`config.mk`:
```
export PLATFORM = sky130hd
export DESIGN_NAME = uart_frame_loader
export DESIGN_NICKNAME = d
export VERILOG_FILES = /design/src/rtl/uart_frame_loader.sv
export SDC_FILE = /design/constraint.sdc
export NUM_CORES = 1
export LEC_CHECK = 0
export ABC_CLOCK_PERIOD_IN_PS = 3930
export BUFFER_PORTS_ARGS = -buffer_cell sky130_fd_sc_hd__buf_2
export CAP_MARGIN = 20
export CORE_MARGIN = 2
export CORE_UTILIZATION = 27
export DETAILED_ROUTE_END_ITERATION = 12
export GPL_TIMING_DRIVEN = 0
export PLACE_DENSITY = 0.46
export SYNTH_ARGS = -nofsm -noshare
export SYNTH_HDL_FRONTEND = slang
export SYNTH_SLANG_ARGS = --single-unit
export TNS_END_PERCENT = 100
```
`constraint.sdc`:
```
create_clock -name clk -period 3.93 [get_ports clk]
set_clock_uncertainty 0.15 [all_clocks]
set_input_delay 0.5895 -clock clk [delete_from_list [all_inputs] [get_ports clk]]
set_output_delay 0.5895 -clock clk [all_outputs]
set_load 0.005 [all_outputs]
```
`src/rtl/uart_frame_loader.sv`:
```
// Framed UART byte-stream loader: A5, addr hi/lo, len, payload[, chk] -> memory writes.
// Optional trailing XOR checksum byte enabled by defining UART_FRAME_CHECKSUM_EN.
module uart_frame_loader #(
   parameter int ADDR_WIDTH     = 10,
   parameter int TIMEOUT_CYCLES = 50000
) (
   input  logic                  clk,
   input  logic                  rst_n,
   input  logic [7:0]            rx_data,
   input  logic                  rx_data_ready,
   output logic                  wr_en,
   output logic [ADDR_WIDTH-1:0] wr_addr,
   output logic [7:0]            wr_data,
   output logic                  frame_done,
   output logic                  frame_err,
   output logic [1:0]            err_code,
   output logic                  busy
);

   localparam int TW = ($clog2(TIMEOUT_CYCLES) > 16) ? $clog2(TIMEOUT_CYCLES) : 16;
   localparam logic [TW-1:0] TMAX = TW'(TIMEOUT_CYCLES - 1);

   typedef enum logic [2:0] {
      S_IDLE,
      S_AHI,
      S_ALO,
      S_LEN,
`ifdef UART_FRAME_CHECKSUM_EN
      S_PAY,
      S_CHK
`else
      S_PAY
`endif
   } state_t;

   state_t                state;
   logic [7:0]            addr_hi;
   logic [ADDR_WIDTH-1:0] ptr;
   logic [7:0]            cnt;
   logic [TW-1:0]         tmr;
`ifdef UART_FRAME_CHECKSUM_EN
   logic [7:0]            chk;
`endif

   always_ff @(posedge clk or negedge rst_n) begin
      if (!rst_n) begin
         state      <= S_IDLE;
         addr_hi    <= '0;
         ptr        <= '0;
         cnt        <= '0;
         tmr        <= '0;
         wr_en      <= 1'b0;
         wr_addr    <= '0;
         wr_data    <= '0;
         frame_done <= 1'b0;
         frame_err  <= 1'b0;
         err_code   <= 2'b00;
         busy       <= 1'b0;
`ifdef UART_FRAME_CHECKSUM_EN
         chk        <= '0;
`endif
      end else begin
         wr_en      <= 1'b0;
         frame_done <= 1'b0;
         frame_err  <= 1'b0;

         if (state == S_IDLE || rx_data_ready)
            tmr <= '0;
         else
            tmr <= tmr + TW'(1);

         // An arriving byte always takes priority over an expiring timer
         if (rx_data_ready) begin
            case (state)
               S_IDLE: begin
                  if (rx_data == 8'hA5) begin
                     state <= S_AHI;
                     busy  <= 1'b1;
`ifdef UART_FRAME_CHECKSUM_EN
                     chk   <= '0;
`endif
                  end
               end
               S_AHI: begin
                  addr_hi <= rx_data;
                  state   <= S_ALO;
`ifdef UART_FRAME_CHECKSUM_EN
                  chk     <= chk ^ rx_data;
`endif
               end
               S_ALO: begin
                  ptr   <= ADDR_WIDTH'({addr_hi, rx_data});
                  state <= S_LEN;
`ifdef UART_FRAME_CHECKSUM_EN
                  chk   <= chk ^ rx_data;
`endif
               end
               S_LEN: begin
                  if (rx_data == 8'd0) begin
                     frame_err <= 1'b1;
                     err_code  <= 2'b11;
                     busy      <= 1'b0;
                     state     <= S_IDLE;
                  end else begin
                     cnt   <= rx_data;
                     state <= S_PAY;
                  end
`ifdef UART_FRAME_CHECKSUM_EN
                  chk <= chk ^ rx_data;
`endif
               end
               S_PAY: begin
                  wr_en   <= 1'b1;
                  wr_addr <= ptr;
                  wr_data <= rx_data;
                  ptr     <= ptr + ADDR_WIDTH'(1);
                  cnt     <= cnt - 8'd1;
`ifdef UART_FRAME_CHECKSUM_EN
                  chk     <= chk ^ rx_data;
                  if (cnt == 8'd1)
                     state <= S_CHK;
`else
                  if (cnt == 8'd1) begin
                     frame_done <= 1'b1;
                     busy       <= 1'b0;
                     state      <= S_IDLE;
                  end
`endif
               end
`ifdef UART_FRAME_CHECKSUM_EN
               S_CHK: begin
                  if (chk == rx_data) begin
                     frame_done <= 1'b1;
                  end else begin
                     frame_err <= 1'b1;
                     err_code  <= 2'b01;
                  end
                  busy  <= 1'b0;
                  state <= S_IDLE;
               end
`endif
               default: begin
                  busy  <= 1'b0;
                  state <= S_IDLE;
               end
            endcase
         end else if (state != S_IDLE && tmr == TMAX) begin
            frame_err <= 1'b1;
            err_code  <= 2'b10;
            busy      <= 1'b0;
            state     <= S_IDLE;
         end
      end
   end

endmodule

```
==> key figures <==
Timing
  • Final hold violation count: 0
  • Setup-failing EPs final: 0
  • Max Freq: 493 MHz
  • Slew Limit Fails: 0
  • Crit path time final: 2.03 ns
  • Tightest Pin Transition: 0.806 ns
  • RSZ-0062 raised after global routing: false
  • Part of the cycle the worst path needs: 0.517
  • Tightest slew margin relative to the limit: 0.463
  • Setup TNS: 0 ns

Floorplan
  • Die area: 12900 µm²
  • Std cell rows: 40
  • I/O pin cnt: 35
  • Die Y: 114 µm
  • Die width: 114 µm
  • Initial Util: 0.274
  • Core area: 11900 µm²

Synthesis
  • Synth Instances: 344
  • Seq cells post-synth: 63
  • Post-synthesis simple-gate area fraction: 0.270
  • Mux contribution to synthesized area: 0.0135
  • Synth Area in XOR/XNOR: 0.0323
  • Synth Area in Compound Gates: 0.143
  • Top FF cell, synth: dfrtp_1
  • Largest family of logic cells by synthesized area: simple AND/OR/NAND/NOR gates
  • Fraction of registers with async set/reset: 1.00
  • Netlist cell types: 65
  • YS warnings: 0
  • Post-Syn Area: 3250 µm²
  • Avg Cell Area, Syn: 9.46 µm²
  • EDFF count, synth: 0
  • Syn Nets: 359
  • Synth Area in Adders: 0.0154
  • Seq/Total Area, Yosys: 0.485

Final layout
  • Area delta synth->final: 20.6%
  • Final net count: 404
  • N_diodes: 0
  • Final Non-Filler Cells: 540
  • Design area: 3920 µm²
  • Share of layout cells above drive strength 1: 0.196

Setup path
  • Worst Path Max Fanout: 9
  • Critical path startpoint category: primary input
  • Largest stage delay, worst path: 0.52 ns
  • CP endpoint kind: register
  • Worst Path Required: 3.99 ns
  • Crit Path Class: primary input to register
  • Crit-path slowest cell: nor4_2
  • Worst Path Arrival: 2.09 ns
  • Crit-path cells: buf_2 > nor4_2 > a21oi_4 > nor2_4 > mux2_1

Clock network
  • Post-CTS Setup Bufs: 0
  • Post_cts resized: 0
  • Clock-pin transition on the worst setup and hold timing paths: 0.05 ns
  • Clock Tree Buf Depth: 2
  • Htree depth: 3
  • Hold_buf cts: 0
  • TritonCTS clock tree: built
  • Clock root cell: clkbuf_16
  • # clock sinks: 63
  • TritonCTS Buffers: 9
  • Worst-Skew Late Latency: 0.33 ns

Global route
  • All-Layer GR Usage: 0.135
  • Initial antenna violation count: 0
  • Vias in the first global route: 2602
  • GR Overflow Total: 0
  • Global-route wire length before repair: 13500 µm
  • Largest net degree at the start of global routing: 64

Drt
  • Post-route DRC: 0
  • Total wire length: 8120 µm
  • Via count: 2696
  • WL per Instance: 15.0 µm
  • Vias per cell: 4.99
  • Routed Antenna Nets: 0
  • Drt pass-1 iters: 4
  • First DRT Iteration DRCs: 237

Placed design
  • Hpwl dp: 5530 µm
  • Dpl cell area: 3610 µm²
  • # port buffers: 34
  • Placed cell count: 525
  • Gp weighted congestion: 0.806

Power and ir drop
  • Clk network pwr share: 0.330
  • Sw Pwr: 0.838 mW
  • Gate power share: 0.267
  • Power per cell area: 653 nW/µm²
  • Sw frac: 0.327
  • Reg power frac: 0.403
  • Maximum VDD drop: 0.155 mV
  • Internal power: 1.72 mW
  • Lkg Pwr: 1.78 nW
  • Tot Pwr: 2.56 mW

Hold path
  • Hold Path Class: primary input to asynchronous set/reset pin

Outcome
  • Status: finished, final reports clean

Job
  • Max_cap viols: 0
-- synth_stat cells, types with 3 or more instances --
cell       instances  area [µm²]
a2bb2oi_1          5        43.8
nor2_1            28         105
buf_6              3        33.8
nor3_1             8        40.0
buf_2              8        40.0
o22a_1             3        26.3
o21ai_0           11        55.1
nand3_1           12        60.1
nor4_1             6        37.5
clkbuf_1           5        18.8
dfrtp_1           63        1580
ha_1               4        50.1
inv_1              9        33.8
xor2_1             6        52.6
and2_1             4        25.0
xnor2_1            6        52.6
nand2_1           70         263
and4_1             5        43.8
nand4_1            8        50.1
a31oi_1            3        18.8
o22ai_1            7        43.8
a21oi_1           14        70.1
-- flip-flops by register name, summed over array words and instances (netlist names) --
register,cells
state,3
tmr,16
cnt,8
ptr,10
wr_data,8
wr_addr,10
wr_en,1
frame_done,1
err_code,2
addr_hi,2
frame_err,1
busy,1
-- power groups by stage --
stage	logic, mW	registers [mW]	clock network, mW
2_1_floorplan	0.470	1.00	0
3_3_place_gp	0.687	1.04	0
3_5_place_dp	0.688	1.04	0
4_1_cts	0.692	1.03	0.873
5_1_grt	0.782	1.07	0.904
6_report	0.684	1.03	0.845
-- layer usage --
metal	track usage	vias to the layer above	routed length (µm)
met1	0.189	1296	3990
met3	0.0383	10	435
li1	-	1332	-
met4	0.0569	0	155
met5	0	-	0
met2	0.198	58	3540
-- metrics by stage --
| step | utilization | setup WS [ns] | hold slack (ns) |
|---|---|---|---|
| after floorplan | - | 1.97 | 0.144 |
| after global placement | 0.304 | 1.57 | 0.304 |
| after CTS | 0.331 | 1.87 | 0.248 |
| final | 0.331 | 1.90 | 0.210 |
| after detailed placement | 0.304 | 1.56 | 0.308 |
| after global routing | 0.331 | 1.71 | 0.280 |
-- cell type report --
cell class / instances / area, µm²
Buffer: 17 / 97.6
Clock buffer: 12 / 246
Tap cell: 147 / 184
Inverter: 10 / 37.5
Sequential cell: 63 / 1580
Clock inverter: 3 / 67.6
Timing Repair Buffer: 34 / 173
Fill cell: 1230 / 7940
Multi-Input combinational cell: 254 / 1540
-- worst paths after layout --
check | depth (start not counted) | end | start | slack (ns)
max | 5 | cnt[1] | rx_data[6] | 1.90
min | 1 | wr_data[6] | rst_n | 0.21
max reg2reg | 5 | state[2] | tmr[0] | 1.91
min reg2reg | 2 | wr_addr[3] | wr_addr[3] | 0.31
max in group asynchronous | 1 | frame_err | rst_n | 2.90
min in group clk | 2 | wr_addr[3] | wr_addr[3] | 0.31
-- layout by cell type, fill, tap and decap left out, types with 3 or more instances in the layout --
cell type,synthesis,final
buf_2,8,41
dfrtp_1,63,63
clkbuf_16,0,9
nor4_1,6,6
xnor2_1,6,6
xor2_1,6,6
a2bb2oi_1,5,5
and2_1,4,4
nor2_1,28,28
a31oi_1,3,3
ha_1,4,4
nand3_1,12,12
o22ai_1,7,7
a21oi_1,14,14
and4_1,5,5
buf_6,3,3
o21ai_0,11,11
nor3_1,8,8
nand2_1,70,70
clkbuf_1,5,7
inv_1,9,9
nand4_1,8,8
o22a_1,3,3
-- kinds of logic (layout without fill, tap and decap cells) --
| logic type | count (synthesis) | count (layout) |
|---|---|---|
| adder cells (fa/ha/maj) | 4 | 4 |
| XOR/XNOR | 12 | 12 |
| flip-flops | 63 | 63 |
| AND/OR/NAND/NOR | 168 | 168 |
| multiplexers | 4 | 4 |
| buffers and inverters | 27 | 76 |
| AO/OA/AOI/OAI | 66 | 66 |
-- worst max-delay path: cells and delay by family --
kind            cells  cell delay [ns]
simple gates        2             0.78
mux                 1             0.35
compound gates      1             0.20
buf+inv             1             0.16
No activity file was read; power rests on OpenSTA's default activity.
